<file path="config.mk">
export PLATFORM = sky130hd
export DESIGN_NAME = hit_collector
export DESIGN_NICKNAME = d
export VERILOG_FILES = /design/src/rtl/blast_hit_pkg.sv /design/src/rtl/hit_fifo.sv /design/src/rtl/hit_collector.sv
export SDC_FILE = /design/constraint.sdc
export NUM_CORES = 1
export LEC_CHECK = 0
export CORE_MARGIN = 10
export CORE_UTILIZATION = 60
export DETAILED_ROUTE_END_ITERATION = 12
export GPL_TIMING_DRIVEN = 0
export PLACE_DENSITY_LB_ADDON = 0.1
export SETUP_SLACK_MARGIN = 0.1
export SLEW_MARGIN = 5
export SYNTH_ARGS = -nofsm -noshare
export SYNTH_HDL_FRONTEND = slang
export SYNTH_SLANG_ARGS = --single-unit
</file>
<file path="constraint.sdc">
create_clock -name clk -period 3.1 [get_ports clk]
set_input_delay 0.465 -clock clk [delete_from_list [all_inputs] [get_ports clk]]
set_output_delay 0.465 -clock clk [all_outputs]
set_load 0.03 [all_outputs]
</file>
<file path="src/rtl/blast_hit_pkg.sv">
// Shared types for the seed-hit collector and the ungapped-extension stage.
// Holds the collector FSM states, base packing and the reference record layout.
package blast_hit_pkg;

   typedef enum logic [1:0] {
      IDLE,
      PUSH,
      WAIT_LOW
   } state_t;

   // 512-bit database word holds 256 two-bit bases
   localparam int BASES_PER_WORD = 256;

   // Reference layout for the default widths (QLOC_W=9, DBIDX_W=32)
   localparam int QPOS_W  = 8;
   localparam int DBPOS_W = 32;
   localparam int REC_W   = QPOS_W + DBPOS_W;

   typedef struct packed {
      logic [QPOS_W-1:0]  qpos;
      logic [DBPOS_W-1:0] dbpos;
   } hit_rec_t;

endpackage

</file>
<file path="src/rtl/hit_fifo.sv">
// Synchronous first-word-fall-through FIFO with clear, full/empty and count.
// Ports: push/wdata write, pop reads head (rdata), clear flushes; rdata is 0 when empty.
module hit_fifo #(
   parameter int DEPTH = 16,
   parameter int WIDTH = 8
) (
   input  logic                     clk,
   input  logic                     rst,
   input  logic                     clear,
   input  logic                     push,
   input  logic                     pop,
   input  logic [WIDTH-1:0]         wdata,
   output logic [WIDTH-1:0]         rdata,
   output logic                     full,
   output logic                     empty,
   output logic [$clog2(DEPTH):0]   count
);

   localparam int AW = $clog2(DEPTH);
   localparam int CW = AW + 1;

   logic [WIDTH-1:0] mem_q [DEPTH];
   logic [WIDTH-1:0] mem_d [DEPTH];
   logic [AW-1:0]    wr_q, wr_d;
   logic [AW-1:0]    rd_q, rd_d;
   logic [CW-1:0]    cnt_q, cnt_d;
   logic             do_push;
   logic             do_pop;

   assign empty = (cnt_q == '0);
   assign full  = (cnt_q == CW'(DEPTH));
   assign count = cnt_q;
   assign rdata = empty ? '0 : mem_q[rd_q];

   always_comb begin
      do_pop  = pop && !empty;
      // a pop on the same edge frees the slot a full FIFO needs
      do_push = push && (!full || do_pop);
      mem_d   = mem_q;
      wr_d    = wr_q;
      rd_d    = rd_q;
      cnt_d   = cnt_q;
      if (clear) begin
         wr_d  = '0;
         rd_d  = '0;
         cnt_d = '0;
      end else begin
         if (do_push) begin
            mem_d[wr_q] = wdata;
            wr_d        = wr_q + AW'(1);
         end
         if (do_pop) begin
            rd_d = rd_q + AW'(1);
         end
         unique case ({do_push, do_pop})
            2'b10:   cnt_d = cnt_q + CW'(1);
            2'b01:   cnt_d = cnt_q - CW'(1);
            default: cnt_d = cnt_q;
         endcase
      end
   end

   always_ff @(posedge clk or negedge rst) begin
      if (!rst) begin
         mem_q <= '{default: '0};
         wr_q  <= '0;
         rd_q  <= '0;
         cnt_q <= '0;
      end else begin
         mem_q <= mem_d;
         wr_q  <= wr_d;
         rd_q  <= rd_d;
         cnt_q <= cnt_d;
      end
   end

endmodule

</file>
<file path="src/rtl/hit_collector.sv">
// Captures seed hits, converts them to {qpos, dbpos} records, pulses stop to the
// detector and queues records for extension. Ports: hit_in/loc/shift/word in,
// stop_out/location_end_out back, rec_* valid/ready out, fifo_full, hit_count.
module hit_collector
   import blast_hit_pkg::*;
#(
   parameter int DEPTH   = 16,
   parameter int QLOC_W  = 9,
   parameter int DBIDX_W = 32,
   parameter int CNT_W   = 32
) (
   input  logic               clk,
   input  logic               rst,
   input  logic               clear,
   input  logic               hit_in,
   input  logic [QLOC_W-1:0]  loc_q_in,
   input  logic [QLOC_W-1:0]  shift_no_in,
   input  logic [DBIDX_W-1:0] db_word_idx,
   output logic               stop_out,
   output logic [31:0]        location_end_out,
   output logic               rec_valid,
   input  logic               rec_ready,
   output logic [QLOC_W-2:0]  rec_qpos,
   output logic [DBIDX_W-1:0] rec_dbpos,
   output logic               fifo_full,
   output logic [CNT_W-1:0]   hit_count
);

   typedef struct packed {
      logic [QLOC_W-2:0]  qpos;
      logic [DBIDX_W-1:0] dbpos;
   } rec_t;

   localparam int RW = $bits(rec_t);

   state_t             state_q, state_d;
   logic [QLOC_W-2:0]  qpos_q, qpos_d;
   logic [DBIDX_W-1:0] dbpos_q, dbpos_d;
   logic [QLOC_W-1:0]  resume_q, resume_d;
   logic               stop_q, stop_d;
   logic [31:0]        loc_end_q, loc_end_d;
   logic [CNT_W-1:0]   cnt_q, cnt_d;

   logic               push;
   logic               pop;
   logic               f_full;
   logic               f_empty;
   logic [$clog2(DEPTH):0] f_count;
   rec_t               wrec;
   rec_t               hrec;
   logic [RW-1:0]      hrec_bits;

   assign rec_valid = (f_count != '0);
   assign pop       = !f_empty && rec_ready;
   assign wrec      = '{qpos: qpos_q, dbpos: dbpos_q};
   assign hrec      = rec_t'(hrec_bits);

   assign rec_qpos         = hrec.qpos;
   assign rec_dbpos        = hrec.dbpos;
   assign fifo_full        = f_full;
   assign stop_out         = stop_q;
   assign location_end_out = loc_end_q;
   assign hit_count        = cnt_q;

   always_comb begin
      state_d   = state_q;
      qpos_d    = qpos_q;
      dbpos_d   = dbpos_q;
      resume_d  = resume_q;
      stop_d    = 1'b0;
      loc_end_d = loc_end_q;
      cnt_d     = cnt_q;
      push      = 1'b0;
      if (clear) begin
         state_d = IDLE;
         cnt_d   = '0;
      end else begin
         unique case (state_q)
            IDLE: begin
               if (hit_in) begin
                  // locations are bit offsets of 2-bit bases
                  qpos_d   = (QLOC_W-1)'(loc_q_in >> 1);
                  dbpos_d  = db_word_idx * DBIDX_W'(BASES_PER_WORD)
                           + DBIDX_W'(shift_no_in >> 1);
                  resume_d = shift_no_in + QLOC_W'(2);
                  state_d  = PUSH;
               end
            end
            PUSH: begin
               // without space the detector stays stalled on hit
               if (!f_full || pop) begin
                  push      = 1'b1;
                  stop_d    = 1'b1;
                  loc_end_d = 32'(resume_q);
                  if (cnt_q != {CNT_W{1'b1}}) begin
                     cnt_d = cnt_q + CNT_W'(1);
                  end
                  state_d   = WAIT_LOW;
               end
            end
            WAIT_LOW: begin
               // one record per hit pulse, however long it is held
               if (!hit_in) begin
                  state_d = IDLE;
               end
            end
            default: state_d = IDLE;
         endcase
      end
   end

   always_ff @(posedge clk or negedge rst) begin
      if (!rst) begin
         state_q   <= IDLE;
         qpos_q    <= '0;
         dbpos_q   <= '0;
         resume_q  <= '0;
         stop_q    <= 1'b0;
         loc_end_q <= '0;
         cnt_q     <= '0;
      end else begin
         state_q   <= state_d;
         qpos_q    <= qpos_d;
         dbpos_q   <= dbpos_d;
         resume_q  <= resume_d;
         stop_q    <= stop_d;
         loc_end_q <= loc_end_d;
         cnt_q     <= cnt_d;
      end
   end

   hit_fifo #(
      .DEPTH (DEPTH),
      .WIDTH (RW)
   ) u_fifo (
      .clk   (clk),
      .rst   (rst),
      .clear (clear),
      .push  (push),
      .pop   (pop),
      .wdata (wrec),
      .rdata (hrec_bits),
      .full  (f_full),
      .empty (f_empty),
      .count (f_count)
   );

endmodule

</file>
==> metrics.csv <==
metric;value;unit
Worst EP required;2.63;ns
critical-path maximum fanout;10;
GP Congestion;0.8873;
top achievable clock speed;290.0;MHz
Cell Pwr Density;708.0;nW/um2
Initial DRC Count;1304;
Final min period;3.449;ns
Layout area overhead;17.23;%
Mapped Cells;2170;
final slew viol count;0;
share of layout cells above drive strength 1;0.4843;
most used cell, CP;mux4_2;
area of the mapped netlist;33950;um2
DRT Pass-1 Iters;7;
Primary FF master, synth;dfrtp_1;
initial antenna violation count;1;
synthesis warning total;0;
Clock Latency Late Sink;0.63;ns
H-tree depth reported by CTS;3;
Critical Path AT;2.98;ns
Vias/cell;6.154;
worst stage delay on the critical path;0.54;ns
drt wl/cell;25.13;um
post-detailed-route count of antenna-violating nets;0;
total CTS buffers;78;
Slew headroom;0.2607;
Max Cap Viol;0;
Row Count;87;
Post-synth EDFFs;0;
placed cell areas;36430;um2
slowest CP cell;mux4_2;
worst setup margin;-0.3486;ns
violated checks;negative setup slack;
Max Root-Sink Buffers;3;
RSZ-0062 raised after global routing;yes;
worst min path class;primary input to flip-flop;
setup violators final;40;
CTS clk-pin slew, worst paths;0.06;ns
total die area;66490;um2
maximum vdd ir drop;498.9;uV
Synth area leader;dfrtp_1;
Initial Utilization;0.6044;
syn_area_per_cell;15.64;um2
Core Footprint;56170;um2
clk sinks;746;
DRC;0;
dpl hpwl;52.05;mm
sequential share of the synthesized area;0.5499;
Worst Setup Path Type;flip-flop to primary output;
die width;257.9;um
fin cells;3238;
Total Wirelength;81.38;mm
root buffer cell;clkbuf_16;
final hold vios;0;
Worst-Margin Slew;1.109;ns
top sig layer;met4;
status;finished, violations left;
top area cells in the synthesized netlist;dfrtp_1 55%, mux2_2 22%, mux4_2 13%;
chip height;257.9;um
DR vias;19928;
CP Launch Type;flip-flop;
Nets;2488;
element type at the critical path end;primary output;
crit-path cells;buf_8 > clkbuf_16 > buf_12 > mux4_2 > mux4_2 > and2_1 > buf_2;
final core utilization;0.7085;
WL met2;40.32;mm
first-pass GRT wire length;126.9;mm
largest net degree at the start of global routing;124;
clk_skew;0.02860;ns
met3 WL post-DR;4.448;mm
placed cells;3082;
Synth top area share;0.5499;
library cells used by synthesis;48;
Filler cells;3703;
Final Power;0.02817;W
Finished Cell Area;39790;um2
I/O pin total;162;
Final Cycle Share;1.112;
Worst path top cell family by delay;multiplexers;
Buf/Inv on CP;4;
TritonCTS clock tree;done;
vias in the first global route;21478;
synthesis-stage register bit count;746;
ANT cells;0;
All-Layer GR Usage;0.2466;
P_leak;18.79;nW
async set or reset register ratio after synthesis;1.000;
grt ovf;0;
Sum Neg Setup Slack;-10.85;ns
DRT met1 WL;33.94;mm
Port-buffer cells;128;
## flip-flops by register name (all words and copies together) (netlist names)
signal	count
u_fifo.mem_q	640
dbpos_q	32
hit_count	32
location_end_out	9
resume_q	9
qpos_q	8
u_fifo.count	5
u_fifo.rd_q	4
u_fifo.wr_q	4
state_q	2
stop_out	1
## logic make-up (layout without fill, tap and decap cells)
family,after synthesis,count (layout),synth area share
AOI/OAI and AO/OA,72,72,0.01342
xor gates and xnor gates,20,20,0.005160
adders and majority gates,11,11,0.004276
buffers and inverters,214,504,0.02798
DFF,746,746,0.5499
muxes,901,901,0.3652
other,1,23,0.0001105
and+or+nand+nor,205,205,0.03398
## per-layer routing
metal  vias to the layer above  GRT usage
met2                       532     0.4089
met1                     10677     0.3232
met4                         0    0.08871
met5                         -          0
met3                       169    0.04623
li1                       8550          -
## synth_stat cells, types with 3 or more instances
| master | instances |
|---|---|
| a21oi_1 | 32 |
| inv_1 | 11 |
| xor2_1 | 11 |
| ha_1 | 10 |
| o31ai_1 | 5 |
| buf_1 | 42 |
| buf_2 | 45 |
| a31oi_1 | 3 |
| and2_1 | 43 |
| nand3_1 | 31 |
| clkbuf_1 | 92 |
| a31o_2 | 3 |
| nand4_1 | 15 |
| o21ai_0 | 11 |
| mux2_2 | 673 |
| nor2_1 | 40 |
| nand2b_1 | 4 |
| or4_1 | 7 |
| xnor2_1 | 9 |
| nor4_1 | 5 |
| mux4_2 | 200 |
| a211oi_1 | 6 |
| dfrtp_1 | 746 |
| nor2b_1 | 10 |
| buf_4 | 24 |
| and4_1 | 5 |
| nand2_1 | 14 |
| nor3_1 | 3 |
| mux2_1 | 26 |
| and3_1 | 10 |
| or3_1 | 11 |
## layout make-up
class | count | area (um2) | area share
Timing Repair Buffer | 151 | 1674 | 0.04207
Multi-Input combinational cell | 1232 | 14500 | 0.3645
Clock buffer | 117 | 2355 | 0.05917
Clock inverter | 23 | 272.8 | 0.006854
Inverter | 11 | 41.29 | 0.001038
Tap cell | 756 | 945.9 | 0.02377
Buffer | 202 | 1334 | 0.03352
Sequential cell | 746 | 18670 | 0.4691
## per-stage QoR
stage               hold WS (ns)  setup slack, ns
finish                    0.1949          -0.3486
global route              0.1908          -0.4006
CTS                       0.1737          -0.3621
detailed placement        0.4755           -1.264
global placement          0.4678           -29.95
floorplan                 0.1694           0.1947
## path summary, 6_finish.rpt
kind | startpoint | end | slack [ns] | cells past startpoint
max | u_fifo.rd_q[0]$_DFFE_PN0P_ | rec_dbpos[26] | -0.35 | 7
min | rec_ready | u_fifo.rd_q[1]$_DFFE_PN0P_ | 0.19 | 3
max reg2reg | u_fifo.count[1]$_DFFE_PN0P_ | u_fifo.mem_q[570]$_DFFE_PN0P_ | 0.21 | 5
min reg2reg | u_fifo.mem_q[223]$_DFFE_PN0P_ | u_fifo.mem_q[223]$_DFFE_PN0P_ | 0.49 | 1
max in group asynchronous | rst | dbpos_q[13]$_DFFE_PN0P_ | 0.66 | 5
min in group asynchronous | rst | dbpos_q[30]$_DFFE_PN0P_ | 0.46 | 2
## where the power goes
group	switching, W	internal [W]
registers	0.000597	0.0105
clock network	0.00384	0.00567
logic	0.00389	0.00370
total	0.00832	0.0198
## placed cells by master (no fill, tap or decap), types with 11 or more instances in the layout
cell type,count
conb_1,23
buf_1,34
nand4_1,15
buf_2,51
mux2_2,673
and2_4,28
buf_4,32
nor2_1,40
inv_1,11
nand2_1,13
mux4_2,200
clkbuf_1,83
mux2_1,26
clkbuf_16,91
clkinv_2,13
a21oi_1,32
clkdlybuf4s50_1,85
o21ai_0,11
xor2_1,11
and2_1,15
or3_1,11
clkbuf_8,26
buf_16,11
nand3_1,31
dfrtp_1,746
buf_6,29
clkbuf_2,12
## what timing repair did
action | in CTS | in global routing
pin swaps | 2 | 0
hold buffers | 1 | 0
endpoints found under the hold margin | 88 | 0
setup buffers | 6 | 0
cloned | 6 | 4
resized for setup | 401 | 39
endpoints found under the setup margin | 112 | 43
## worst register-to-register path: stages (launching register included)
cell,delay (ns)
dfrtp_1,0.45
nor4_4,0.46
a21oi_2,0.23
nand3_1,0.37
buf_1,0.86
mux2_2,0.43
Power figures use the tool's default switching activity.
